`src/rtl/led_pkg.sv`:
```
// Shared definitions for the LED output stage: config word field map,
// reset values and the PWM compare helper.
package led_pkg;

  // Config word field bounds (also the software-visible register map)
  localparam int DUTY_LSB = 0;
  localparam int DUTY_MSB = 7;
  localparam int MASK_LSB = 8;
  localparam int MASK_MSB = 23;
  localparam int EN_BIT   = 24;

  // Reset values of the config registers
  localparam logic [7:0]  DUTY_RST  = 8'hFF;
  localparam logic [15:0] MASK_RST  = 16'h0000;
  localparam logic        EN_RST    = 1'b1;

  // Blink starts in the lit half after reset
  localparam logic        PHASE_RST = 1'b1;

  // Full-scale duty forces the output permanently on
  localparam logic [7:0]  DUTY_FULL = 8'hFF;
  localparam logic [7:0]  PCNT_MAX  = 8'hFF;

  // PWM comparator: on while the counter is below the duty, or always at full scale
  function automatic logic pwm_on_f(input logic [7:0] pcnt, input logic [7:0] duty);
    return (duty == DUTY_FULL) || (pcnt < duty);
  endfunction

endpackage

```
`src/rtl/led_tick_gen.sv`:
```
// Free-running time base: prescaler, 8-bit PWM counter and blink counter.
// Only Reset clears these counters; config writes never touch them.
module led_tick_gen
  import led_pkg::*;
#(
  parameter int PWM_DIV       = 391,
  parameter int BLINK_PERIODS = 500
) (
  input  logic       CLK,
  input  logic       Reset,
  output logic [7:0] pcnt,
  output logic       wrap,
  output logic       phase
);

  localparam int PRE_W  = (PWM_DIV > 1) ? $clog2(PWM_DIV) : 1;
  localparam int BCNT_W = (BLINK_PERIODS > 1) ? $clog2(BLINK_PERIODS) : 1;
  localparam logic [PRE_W-1:0]  PRE_MAX  = PRE_W'(PWM_DIV - 1);
  localparam logic [BCNT_W-1:0] BCNT_MAX = BCNT_W'(BLINK_PERIODS - 1);

  logic [PRE_W-1:0]  pre_q, pre_d;
  logic [7:0]        pcnt_q, pcnt_d;
  logic [BCNT_W-1:0] bcnt_q, bcnt_d;
  logic              phase_q, phase_d;
  logic              tick;

  // Next-state logic for the prescaler, PWM counter and blink counter
  always_comb begin
    tick = (pre_q == PRE_MAX);
    wrap = tick && (pcnt_q == PCNT_MAX);

    if (tick) begin
      pre_d  = {PRE_W{1'b0}};
      pcnt_d = pcnt_q + 8'd1;
    end else begin
      pre_d  = pre_q + PRE_W'(1);
      pcnt_d = pcnt_q;
    end

    if (wrap) begin
      if (bcnt_q == BCNT_MAX) begin
        bcnt_d  = {BCNT_W{1'b0}};
        phase_d = ~phase_q;
      end else begin
        bcnt_d  = bcnt_q + BCNT_W'(1);
        phase_d = phase_q;
      end
    end else begin
      bcnt_d  = bcnt_q;
      phase_d = phase_q;
    end
  end

  // Counter state registers, cleared asynchronously by Reset
  always_ff @(posedge CLK or posedge Reset) begin
    if (Reset) begin
      pre_q   <= {PRE_W{1'b0}};
      pcnt_q  <= 8'h00;
      bcnt_q  <= {BCNT_W{1'b0}};
      phase_q <= PHASE_RST;
    end else begin
      pre_q   <= pre_d;
      pcnt_q  <= pcnt_d;
      bcnt_q  <= bcnt_d;
      phase_q <= phase_d;
    end
  end

  assign pcnt  = pcnt_q;
  assign phase = phase_q;

endmodule

```
`src/rtl/led_pwm_stage.sv`:
```
// LED pin output stage: applies global enable, PWM dimming and a per-LED
// blink mask to the LED register value. Duty is double-buffered so a new
// value only takes effect at a PWM period boundary.
module led_pwm_stage
  import led_pkg::*;
#(
  parameter int PWM_DIV       = 391,
  parameter int BLINK_PERIODS = 500
) (
  input  logic        CLK,
  input  logic        Reset,
  input  logic        WE,
  input  logic [31:0] WD,
  input  logic [15:0] LED_IN,
  output logic [15:0] LED_OUT
);

  logic [7:0]  pcnt;
  logic        wrap;
  logic        phase;

  logic [7:0]  duty_pend_q, duty_pend_d;
  logic [7:0]  duty_act_q,  duty_act_d;
  logic [15:0] mask_q,      mask_d;
  logic        en_q,        en_d;
  logic [15:0] led_out_q,   led_out_d;
  logic        pwm_on;

  // Reserved config bits are accepted and ignored
  logic        wd_rsvd_unused;
  assign wd_rsvd_unused = ^WD[31:25];

  led_tick_gen #(
    .PWM_DIV      (PWM_DIV),
    .BLINK_PERIODS(BLINK_PERIODS)
  ) u_tick_gen (
    .CLK  (CLK),
    .Reset(Reset),
    .pcnt (pcnt),
    .wrap (wrap),
    .phase(phase)
  );

  // Config capture, duty shadowing and output gating
  always_comb begin
    if (WE) begin
      duty_pend_d = WD[DUTY_MSB:DUTY_LSB];
      mask_d      = WD[MASK_MSB:MASK_LSB];
      en_d        = WD[EN_BIT];
    end else begin
      duty_pend_d = duty_pend_q;
      mask_d      = mask_q;
      en_d        = en_q;
    end

    // A write landing on the wrap cycle goes straight to the active duty
    if (wrap) begin
      if (WE) begin
        duty_act_d = WD[DUTY_MSB:DUTY_LSB];
      end else begin
        duty_act_d = duty_pend_q;
      end
    end else begin
      duty_act_d = duty_act_q;
    end

    pwm_on    = pwm_on_f(pcnt, duty_act_q);
    led_out_d = LED_IN & {16{en_q & pwm_on}} & (~mask_q | {16{phase}});
  end

  // Config and output registers, cleared asynchronously by Reset
  always_ff @(posedge CLK or posedge Reset) begin
    if (Reset) begin
      duty_pend_q <= DUTY_RST;
      duty_act_q  <= DUTY_RST;
      mask_q      <= MASK_RST;
      en_q        <= EN_RST;
      led_out_q   <= 16'h0000;
    end else begin
      duty_pend_q <= duty_pend_d;
      duty_act_q  <= duty_act_d;
      mask_q      <= mask_d;
      en_q        <= en_d;
      led_out_q   <= led_out_d;
    end
  end

  assign LED_OUT = led_out_q;

endmodule

```
`config.mk`:
```
export PLATFORM = sky130hd
export DESIGN_NAME = led_pwm_stage
export DESIGN_NICKNAME = d
export VERILOG_FILES = /design/src/rtl/led_pkg.sv /design/src/rtl/led_tick_gen.sv /design/src/rtl/led_pwm_stage.sv
export SDC_FILE = /design/constraint.sdc
export NUM_CORES = 1
export LEC_CHECK = 0
export ABC_CLOCK_PERIOD_IN_PS = 4250
export CAP_MARGIN = 10
export CORE_UTILIZATION = 56
export CTS_CLUSTER_DIAMETER = 30
export CTS_CLUSTER_SIZE = 28
export DETAILED_ROUTE_END_ITERATION = 6
export PLACE_DENSITY_LB_ADDON = 0.1
export SKIP_LAST_GASP = 1
export SYNTH_ARGS = -nofsm -noshare
export SYNTH_HDL_FRONTEND = slang
export SYNTH_SLANG_ARGS = --single-unit
export TNS_END_PERCENT = 50
```
`constraint.sdc`:
```
create_clock -name CLK -period 4.25 [get_ports CLK]
set_input_delay 0.85 -clock CLK [delete_from_list [all_inputs] [get_ports CLK]]
set_output_delay 0.85 -clock CLK [all_outputs]
set_load 0.02 [all_outputs]
```
After elaboration in Yosys (flattened, before gate mapping)
Index checks and enable logic that the tools add are counted.
{"block": "word_totals", "output_inout_bits": 16, "register_bits": 76}
{"block": "op_classes", "n_mux": 3, "add_sub_neg": 3, "bitwise": 6, "n_reduce_logical": 3, "n_eq_ne": 4, "order_cmp": 1}
{"cell": "$and A16 B16 Y16", "count": 2}
{"cell": "$add A9 B1 Y9 const B", "count": 2}
{"cell": "$eq A9 B9 Y1 const B", "count": 2}
{"cell": "$mux W9", "count": 2}
{"cell": "$eq A8 B8 Y1 const B", "count": 2}
{"cell": "$not A16 Y16", "count": 1}
{"cell": "$or A16 B16 Y16", "count": 1}
{"cell": "$add A8 B1 Y8 const B", "count": 1}
{"cell": "$lt A8 B8 Y1", "count": 1}
{"cell": "$mux W8", "count": 1}
{"cell": "$reduce_and A2 Y1", "count": 1}
{"cell": "$and A1 B1 Y1", "count": 1}
{"cell": "$logic_and A1 B1 Y1", "count": 1}
{"cell": "$logic_or A1 B1 Y1", "count": 1}
{"cell": "$not A1 Y1", "count": 1}

Longest topological paths before layout
Gate-level depths: netlist of the first run.
{"block": "depth", "depth_word": 5, "depth_mapped": 7, "mapped_depth_nobuf": 6}

Cells and area by module
From an unflattened synthesis of the first run, not the netlist that was laid out.
{"block": "unflattened", "cells_unflattened": 340, "hier_area_um2": 3643.5}
{"module": "led_pwm_stage", "area_per_inst_um2": 2259.7, "cells_per_inst": 213, "n_inst": 1, "seq_area_each_um2": 1247.4}
{"module": "led_tick_gen", "area_per_inst_um2": 1383.8, "cells_per_inst": 127, "n_inst": 1, "seq_area_each_um2": 676.9}

Least setup slack after synthesis of the first run
Ideal clock, no wire load.
{"block": "synth_path", "kind": "reg2reg", "from": "register duty_act_q[3]", "to": "register led_out_q[10] (netlist: LED_OUT[10])", "setup_time_ps": 136, "stages_incl_launch_ff": 7, "slack_ps": 2218, "synth_period_minus_slack_ps": 2032, "arrival_ps": 1897, "path_cell_list": "dfstp_2 -> inv_1 -> ha_1 -> o21ai_0 -> a221oi_1 -> clkbuf_1 -> o41ai_1"}
{"block": "synth_via", "elab_chain_len": 5, "word_cells_on_any_way": 6, "classes_between": "1 x order compare; 1 x eq/ne; 3 x bitwise; 1 x reduce/logical"}
{"item": "start, declared", "line": "led_pwm_stage.sv:23", "source": "logic [7:0] duty_act_q, duty_act_d;"}
{"item": "start signal, assigned", "line": "led_pwm_stage.sv:81", "source": "duty_act_q <= duty_act_d;"}
{"item": "$lt A8 B8 Y1 / $eq A8 B8 Y1 (equally long branches)", "line": "led_pkg.sv:26", "source": "return (duty == DUTY_FULL) || (pcnt < duty);"}
{"item": "$logic_or A1 B1 Y1 *", "line": "led_pkg.sv:26"}
{"item": "$and A1 B1 Y1 *", "line": "led_pwm_stage.sv:68", "source": "led_out_d = LED_IN & {16{en_q & pwm_on}} & (~mask_q | {16{phase}});"}
{"item": "$and A16 B16 Y16 * (2 in a row)", "line": "led_pwm_stage.sv:68"}
{"item": "net led_out_d[10]", "line": "led_pwm_stage.sv:26", "source": "logic [15:0] led_out_q, led_out_d;"}
{"item": "end signal, assigned", "line": "led_pwm_stage.sv:84", "source": "led_out_q <= led_out_d;"}
{"item": "end, declared", "line": "led_pwm_stage.sv:26"}
The timed path passes the listed nets; every way through them passes the cells marked *.
A chain may end at the register's enable or synchronous reset.

Worst setup path after layout of the first run
{"block": "layout_path", "from": "register u_tick_gen.pre_q[5]", "to": "register u_tick_gen.bcnt_q[4]"}
{"block": "layout_via", "elab_chain_len": 2}
{"item": "start, declared", "line": "led_tick_gen.sv:21", "source": "logic [PRE_W-1:0] pre_q, pre_d;"}
{"item": "start signal, assigned", "line": "led_tick_gen.sv:57", "source": "pre_q <= {PRE_W{1'b0}};"}
{"item": "start signal, assigned", "line": "led_tick_gen.sv:62", "source": "pre_q <= pre_d;"}
{"item": "$eq A9 B9 Y1", "line": "led_tick_gen.sv:29", "source": "tick = (pre_q == PRE_MAX);"}
{"item": "$logic_and A1 B1 Y1", "line": "led_tick_gen.sv:30", "source": "wrap = tick && (pcnt_q == PCNT_MAX);"}
{"item": "end signal, assigned", "line": "led_tick_gen.sv:59", "source": "bcnt_q <= {BCNT_W{1'b0}};"}
{"item": "end signal, assigned", "line": "led_tick_gen.sv:64", "source": "bcnt_q <= bcnt_d;"}
{"item": "end, declared", "line": "led_tick_gen.sv:23", "source": "logic [BCNT_W-1:0] bcnt_q, bcnt_d;"}
No other way between the ends.

==> summary.log, run 1 <==
qor: placement.port_buffers 59
qor: yosys.synth.largest_area_cell dfrtp_1
qor: status.outcome complete, no violations
qor: power.peakVddDrop 0.1780 mV
qor: layout.stdcell_area 4453 sq um
qor: run.drv_cap 0
qor: critical_path.critPathRequiredTime 4.52 ns
qor: floorplanning.ioPinCount 67
qor: critical_path.worst_setup_path_start_kind register
qor: timing.timing.final.hold_violations 0
qor: route.route.antenna.remaining_nets 0
qor: clocking.post-cts-setup-buffers 0
qor: critical_path.critPathLaunch u_tick_gen.pre_q[5]
qor: layout.drive_above_1_share 0.1587
qor: critical_path.reg2reg_depth 4
qor: yosys.number_of_instances_in_the_synthesized_netlist 331
qor: yosys.synth_sequential_area_ratio 0.5353
qor: critical_path.cp_slowest_stage_delay 0.57 ns
qor: floorplanning.rows 28
qor: grt.pin_count_of_the_biggest_net_entering_global_routing 55
qor: grt.grt.met1_usage 0.2879
qor: hold_path.min-delay-path-class register to register
qor: yosys.synth_warnings 0
qor: route.drt-pass1-iter-count 4
qor: layout.layout.cells.non_filler 472
qor: timing.worst_slew_margin_rel 0.4951
qor: clocking.cts_repair_resize_count 0
qor: timing.setup_viol 0
qor: grt.grt_util_met2 0.4149
qor: layout.seq_area 1924 sq um
qor: yosys.mean_area_per_synthesized_cell 10.86 sq um
qor: clocking.cts.sinks 76
qor: timing.max_transition_viols_final 0
qor: yosys.synth_fp_nets 393
qor: grt.globalRoute.busiestLayer met2
qor: layout.layout.cells.most_common clkdlybuf4s50_1
qor: route.routedWlPerCell 15.28 um
qor: timing.finalWorstSetupSlack 2.009 ns
qor: route.totalWireLength 7.214 mm
qor: clocking.tritoncts.num_buffers 9
qor: route.drc 0
qor: critical_path.end_kind register
qor: hold_path.hold_depth 1
qor: yosys.synth_seq_cells 76
qor: grt.met3_layer_usage_reported_by_global_route 0.05275
qor: critical_path.worstReg2RegStart u_tick_gen.pre_q[5]
qor: hold_path.min_delay_worst_endpoint u_tick_gen.pre_q[0]
qor: route.dr.first_iter.drc_count 120
qor: critical_path.worst_ep_arrival_time 2.51 ns
qor: timing.finalSetupTns 0 ns
qor: critical_path.slowest_stage or4b_1
qor: hold_path.hold_start u_tick_gen.pre_q[0]
qor: timing.worst_slew_pin_slew 0.7546 ns
qor: critical_path.crit_chain or4b_1, nand4bb_4, or4_1, nand3_1
qor: clocking.clkTransAtPathRegs 0.07 ns
qor: yosys.synth_ff_type dfrtp_1
qor: grt.grt_first_pass_wirelength 11.93 mm
qor: clocking.cts_hold_repair_buffers 0
qor: grt.globalRoute.totalOverflow 0
qor: grt.grt_antenna_before_repair 0
qor: placement.instance_count_after_placement_with_tap_cells_included 455
qor: critical_path.endpoint_of_the_worst_register_to_register_path u_tick_gen.bcnt_q[4]
qor: layout.final_cell_mix clkdlybuf4s50_1, dfrtp_1, o21ai_0, inv_1, nand2_1
qor: yosys.asyncSetResetFlopFracSynth 1.000
qor: layout.synthToLayoutAreaGrowth 23.88%
qor: timing.period_minus_slack 2.241 ns
qor: timing.layout_worst_path_cycle_share 0.5274
qor: clocking.cts-htree-levels 3
qor: timing.worst_case_clock_skew 0.009646 ns
qor: yosys.ys_types 43
qor: timing.rsz0062_at_grt false
qor: placement.preCtsSetupSlack 1.848 ns
qor: layout.multi_input_comb_area 1490 sq um
qor: power.leakage_power 1.932 nW
qor: critical_path.crit_fanout 24
qor: timing.highest_clock_rate 446.2 MHz
qor: layout.finalNetCount 454
qor: floorplanning.die_height 82.12 um
qor: layout.num_antenna_cells 0
qor: yosys.synth.top_cells.by_area dfrtp_1, dfstp_2, mux2_2
qor: clocking.clock_tree_root_buffer_cell clkbuf_8
qor: critical_path.cp_top_family simple AND/OR/NAND/NOR gates
qor: yosys.synth.cell_area 3595 sq um
qor: placement.dp_hpwl 5.022 mm
qor: route.vias_per_cell 5.758
qor: power.power_density 321.1 nW/um^2
qor: placement.dpl_cell_area 4260 sq um
qor: critical_path.timing.reg2reg.setup_slack 2.01 ns
qor: yosys.area_fraction_of_the_dominant_cell_type_after_synthesis 0.4038
qor: route.via_count 2,718
qor: floorplanning.core 6061 sq um
qor: grt.grt_pass1_vias 2,670
qor: clocking.max-clock-path-buffers 2
qor: clocking.worstSkewPairLatency 0.34 ns
qor: yosys.synth_enable_flop_cells 0
qor: layout.num-fill-cells 423
qor: grt.groute.usage.overall 0.2377
qor: critical_path.cp.buffers_inverters 0
qor: placement.globalplace.congestion 0.8389
qor: clocking.tritoncts_clock_tree built
qor: floorplanning.die_w 82.12 um
qor: critical_path.crit_type register to register
qor: floorplanning.die_area 6744 sq um
qor: floorplanning.starting_density 0.5931
==> cell families (layout without fill, tap and decap cells) <==
group | count (synthesis) | in the layout | synth area share
XOR/XNOR | 15 | 15 | 0.03655
buffers and inverters | 47 | 113 | 0.05186
adder cells (fa/ha/maj) | 11 | 11 | 0.03829
flip-flops | 76 | 76 | 0.5353
AO/OA/AOI/OAI | 85 | 85 | 0.1556
multiplexers | 20 | 20 | 0.06265
AND/OR/NAND/NOR | 77 | 77 | 0.1197
==> how the worst max path moves through the flow <==
stage	cells after the start	slack, ns	to
floorplan	1	1.49	LED_OUT[0]
global placement	3	1.85	duty_pend_q[3]
detailed placement	3	1.85	duty_pend_q[3]
CTS	4	1.99	u_tick_gen.bcnt_q[4]
global route	4	1.88	u_tick_gen.bcnt_q[4]
finish	4	2.01	u_tick_gen.bcnt_q[4]
==> synth_stat cells, types with 2 or more instances <==
master	number
nand2_1	25
nor3_1	3
nand3_1	8
dfrtp_1	58
a22o_1	2
ha_1	11
o31ai_1	2
inv_1	31
and4_1	2
mux2_2	20
o41ai_1	16
a21oi_1	3
o211ai_1	15
buf_2	2
and3_1	3
o21ai_0	38
xnor2_1	11
a21o_1	3
or3_1	2
clkbuf_1	12
nand2b_1	6
or4_1	3
nor2_1	7
xor2_1	4
and2_1	2
dfstp_2	18
nand4_1	8
==> final cells by class <==
cell class / instances / area share
clock inverters: 2 / 0.002248
well taps: 75 / 0.02107
flip-flops and latches: 76 / 0.4321
inverters: 31 / 0.02613
clock buffers: 14 / 0.03653
repair buffers: 66 / 0.1472
multi-input cells: 208 / 0.3346
==> through the flow <==
step | hold WS [ns] | total power [mW] | util
2_1_floorplan | 0.4656 | 0.8711 | -
3_3_place_gp | 0.4896 | 0.9507 | 0.7029
3_5_place_dp | 0.4982 | 0.9576 | 0.7029
4_1_cts | 0.5137 | 1.446 | 0.7314
5_1_grt | 0.5237 | 1.494 | 0.7347
6_report | 0.5039 | 1.430 | 0.7347
==> registers in the layout, summed over array words and instances (netlist names) <==
signal             cells
u_tick_gen.bcnt_q      9
en_q                   1
duty_act_q             8
mask_q                16
duty_pend_q            8
u_tick_gen.pre_q       9
LED_OUT               16
u_tick_gen.pcnt        8
u_tick_gen.phase       1
==> where the power goes <==
part | internal, mW | leakage (nW) | switching, mW
sequential | 0.769 | 0.946 | 0.0123
combinational | 0.0829 | 0.895 | 0.0817
clock | 0.243 | 0.0905 | 0.241
==> routing by layer <==
metal / vias up / routed length [um]
met5: - / 0
met4: 0 / 82
met3: 9 / 380
met2: 78 / 3572
met1: 1325 / 3178
li1: 1306 / -
Power figures use the tool's default switching activity.
==> inputs of run 2 (changes only) <==
- ABC_CLOCK_PERIOD_IN_PS: 4250 -> 2100
- CORE_UTILIZATION: 56 -> 52
- clock period: 4.25 -> 2.1 ns (I/O delays scaled with it)
==> run 2 against run 1 <==
Flip-flop and latch count did not move; maximum frequency up 14%; critical path depth unchanged; design area rose by 2.3%; clock skew increased by 0.0012 ns; worst hold slack gained 0.0023 ns; wire length grew 5.6%; critical endpoint is now u_tick_gen.bcnt_q[2]; highest routed layer unchanged.
==> summary.log, run 2 (synthesis gave the netlist of run 1 again) <==
qor: hold_path.min-delay-path-class input port to asynchronous set/reset pin
qor: timing.worst_slew_pin_slew 0.5396 ns
qor: critical_path.endpoint_of_the_worst_register_to_register_path u_tick_gen.bcnt_q[2]
qor: grt.globalRoute.totalOverflow 0
qor: floorplanning.die_area 7250 sq um
qor: status.outcome complete, no violations
qor: placement.globalplace.congestion 0.8372
qor: timing.finalSetupTns 0 ns
qor: timing.timing.final.hold_violations 0
qor: grt.grt_pass1_vias 2,652
qor: clocking.tritoncts.num_buffers 9
qor: grt.groute.usage.overall 0.2266
qor: timing.rsz0062_at_grt false
qor: power.peakVddDrop 0.4460 mV
qor: clocking.clock_tree_root_buffer_cell clkbuf_8
qor: route.via_count 2,735
qor: critical_path.critPathRequiredTime 2.33 ns
qor: grt.grt_antenna_before_repair 0
qor: floorplanning.die_w 85.15 um
qor: route.route.antenna.remaining_nets 0
qor: route.routedWlPerCell 15.84 um
qor: route.vias_per_cell 5.686
qor: critical_path.crit_type register to register
qor: clocking.clkTransAtPathRegs 0.08 ns
qor: timing.setup_viol 0
qor: timing.period_minus_slack 1.972 ns
qor: critical_path.timing.reg2reg.setup_slack 0.13 ns
qor: layout.final_cell_mix clkdlybuf4s50_1, dfrtp_1, o21ai_0, inv_1, nand2_1
qor: floorplanning.core 6495 sq um
qor: critical_path.cp_top_family simple AND/OR/NAND/NOR gates
qor: floorplanning.die_height 85.15 um
qor: layout.layout.cells.most_common clkdlybuf4s50_1
qor: critical_path.slowest_stage or4b_1
qor: timing.worst_case_clock_skew 0.01088 ns
qor: critical_path.reg2reg_depth 4
qor: timing.layout_worst_path_cycle_share 0.9390
qor: layout.utilization 0.7014
qor: route.drt-pass1-iter-count 5
qor: critical_path.worst_setup_path_start_kind register
qor: timing.worst_slew_margin_rel 0.6391
qor: layout.layout.cells.non_filler 481
qor: run.drv_cap 0
qor: clocking.cts_hold_repair_buffers 0
qor: layout.finalNetCount 461
qor: layout.drive_above_1_share 0.1782
qor: power.overall_power 3.123 mW
qor: critical_path.cp.buffers_inverters 0
qor: placement.dp_hpwl 5.163 mm
qor: route.totalWireLength 7.617 mm
qor: grt.grt_first_pass_wirelength 12.69 mm
qor: layout.num-fill-cells 500
qor: placement.port_buffers 59
qor: clocking.tritoncts_clock_tree built
qor: critical_path.worstReg2RegStart u_tick_gen.pre_q[5]
qor: timing.max_transition_viols_final 0
qor: power.power_density 685.6 nW/um^2
qor: placement.instance_count_after_placement_with_tap_cells_included 465
qor: clocking.post-cts-setup-buffers 0
qor: layout.num_antenna_cells 0
qor: clocking.cts.sinks 76
qor: clocking.max-clock-path-buffers 2
qor: clocking.cts-htree-levels 3
qor: layout.synthToLayoutAreaGrowth 26.73%
qor: critical_path.worst_ep_arrival_time 2.20 ns
qor: route.drc 0
qor: floorplanning.ioPinCount 67
qor: critical_path.crit_chain or4b_1, nand4bb_4, nor2_1, mux2_2
qor: power.leakage_power 1.983 nW
qor: grt.pin_count_of_the_biggest_net_entering_global_routing 77
qor: critical_path.end_kind register
qor: critical_path.crit_fanout 16
qor: timing.highest_clock_rate 507.1 MHz
qor: route.dr.first_iter.drc_count 144
qor: floorplanning.rows 29
qor: critical_path.cp_slowest_stage_delay 0.54 ns
qor: floorplanning.starting_density 0.5535
qor: clocking.worstSkewPairLatency 0.35 ns
-- run 2: worst max-delay path by stage --
stage / from / endpoint / slack [ns] / cells after the start
4_1_cts: u_tick_gen.pre_q[5] / u_tick_gen.bcnt_q[2] / 0.09 / 4
2_1_floorplan: duty_act_q[3] / LED_OUT[10] / 0.07 / 6
5_1_grt: u_tick_gen.pre_q[5] / u_tick_gen.bcnt_q[4] / 0.03 / 4
3_3_place_gp: WE / duty_act_q[6] / 0.12 / 3
3_5_place_dp: u_tick_gen.pre_q[5] / u_tick_gen.bcnt_q[4] / 0.1 / 4
6_report: u_tick_gen.pre_q[5] / u_tick_gen.bcnt_q[2] / 0.13 / 4
-- run 2: cell type report --
type                            count  area [sq um]  area share
Inverter                           31         120.1     0.02637
Clock buffer                       11         141.4     0.03104
Multi-Input combinational cell    208          1490      0.3271
Timing Repair Buffer               73         708.2      0.1555
Tap cell                           77         96.34     0.02115
Clock inverter                      5         75.07     0.01648
Sequential cell                    76          1924      0.4224
-- run 2: timing repair --
item / 4_1_cts / 5_1_grt
endpoints found under the setup margin: 0 / 1
hold endpoints to repair: 0 / 0
gates resized for setup: 0 / 0
-- run 2: per-layer routing --
metal  wire [um]  up-vias  track usage
li1            -     1318            -
met1        3469     1321       0.3022
met2        3566       82       0.3497
met3         413       14      0.05058
met4         168        0       0.1171
met5           0        -            0
-- run 2: report_power, final --
part | leakage [nW] | total [mW] | internal [mW] | switching [mW]
logic | 0.924 | 0.338 | 0.169 | 0.168
registers | 0.946 | 1.58 | 1.55 | 0.0247
clock network | 0.113 | 1.21 | 0.696 | 0.510
-- run 2: per-stage QoR --
stage,cell area [sq um],hold WS [ns],setup slack [ns]
global route,4556,0.5281,0.03279
floorplan,3598,0.4656,0.06765
finish,4556,0.5062,0.1281
global placement,4339,0.4893,0.1179
detailed placement,4339,0.4938,0.09899
CTS,4556,0.5066,0.08778
-- run 2: worst min-delay path, delay by kind of cell --
kind                   cells  cell delay [ns]
buffers and inverters      3             0.86
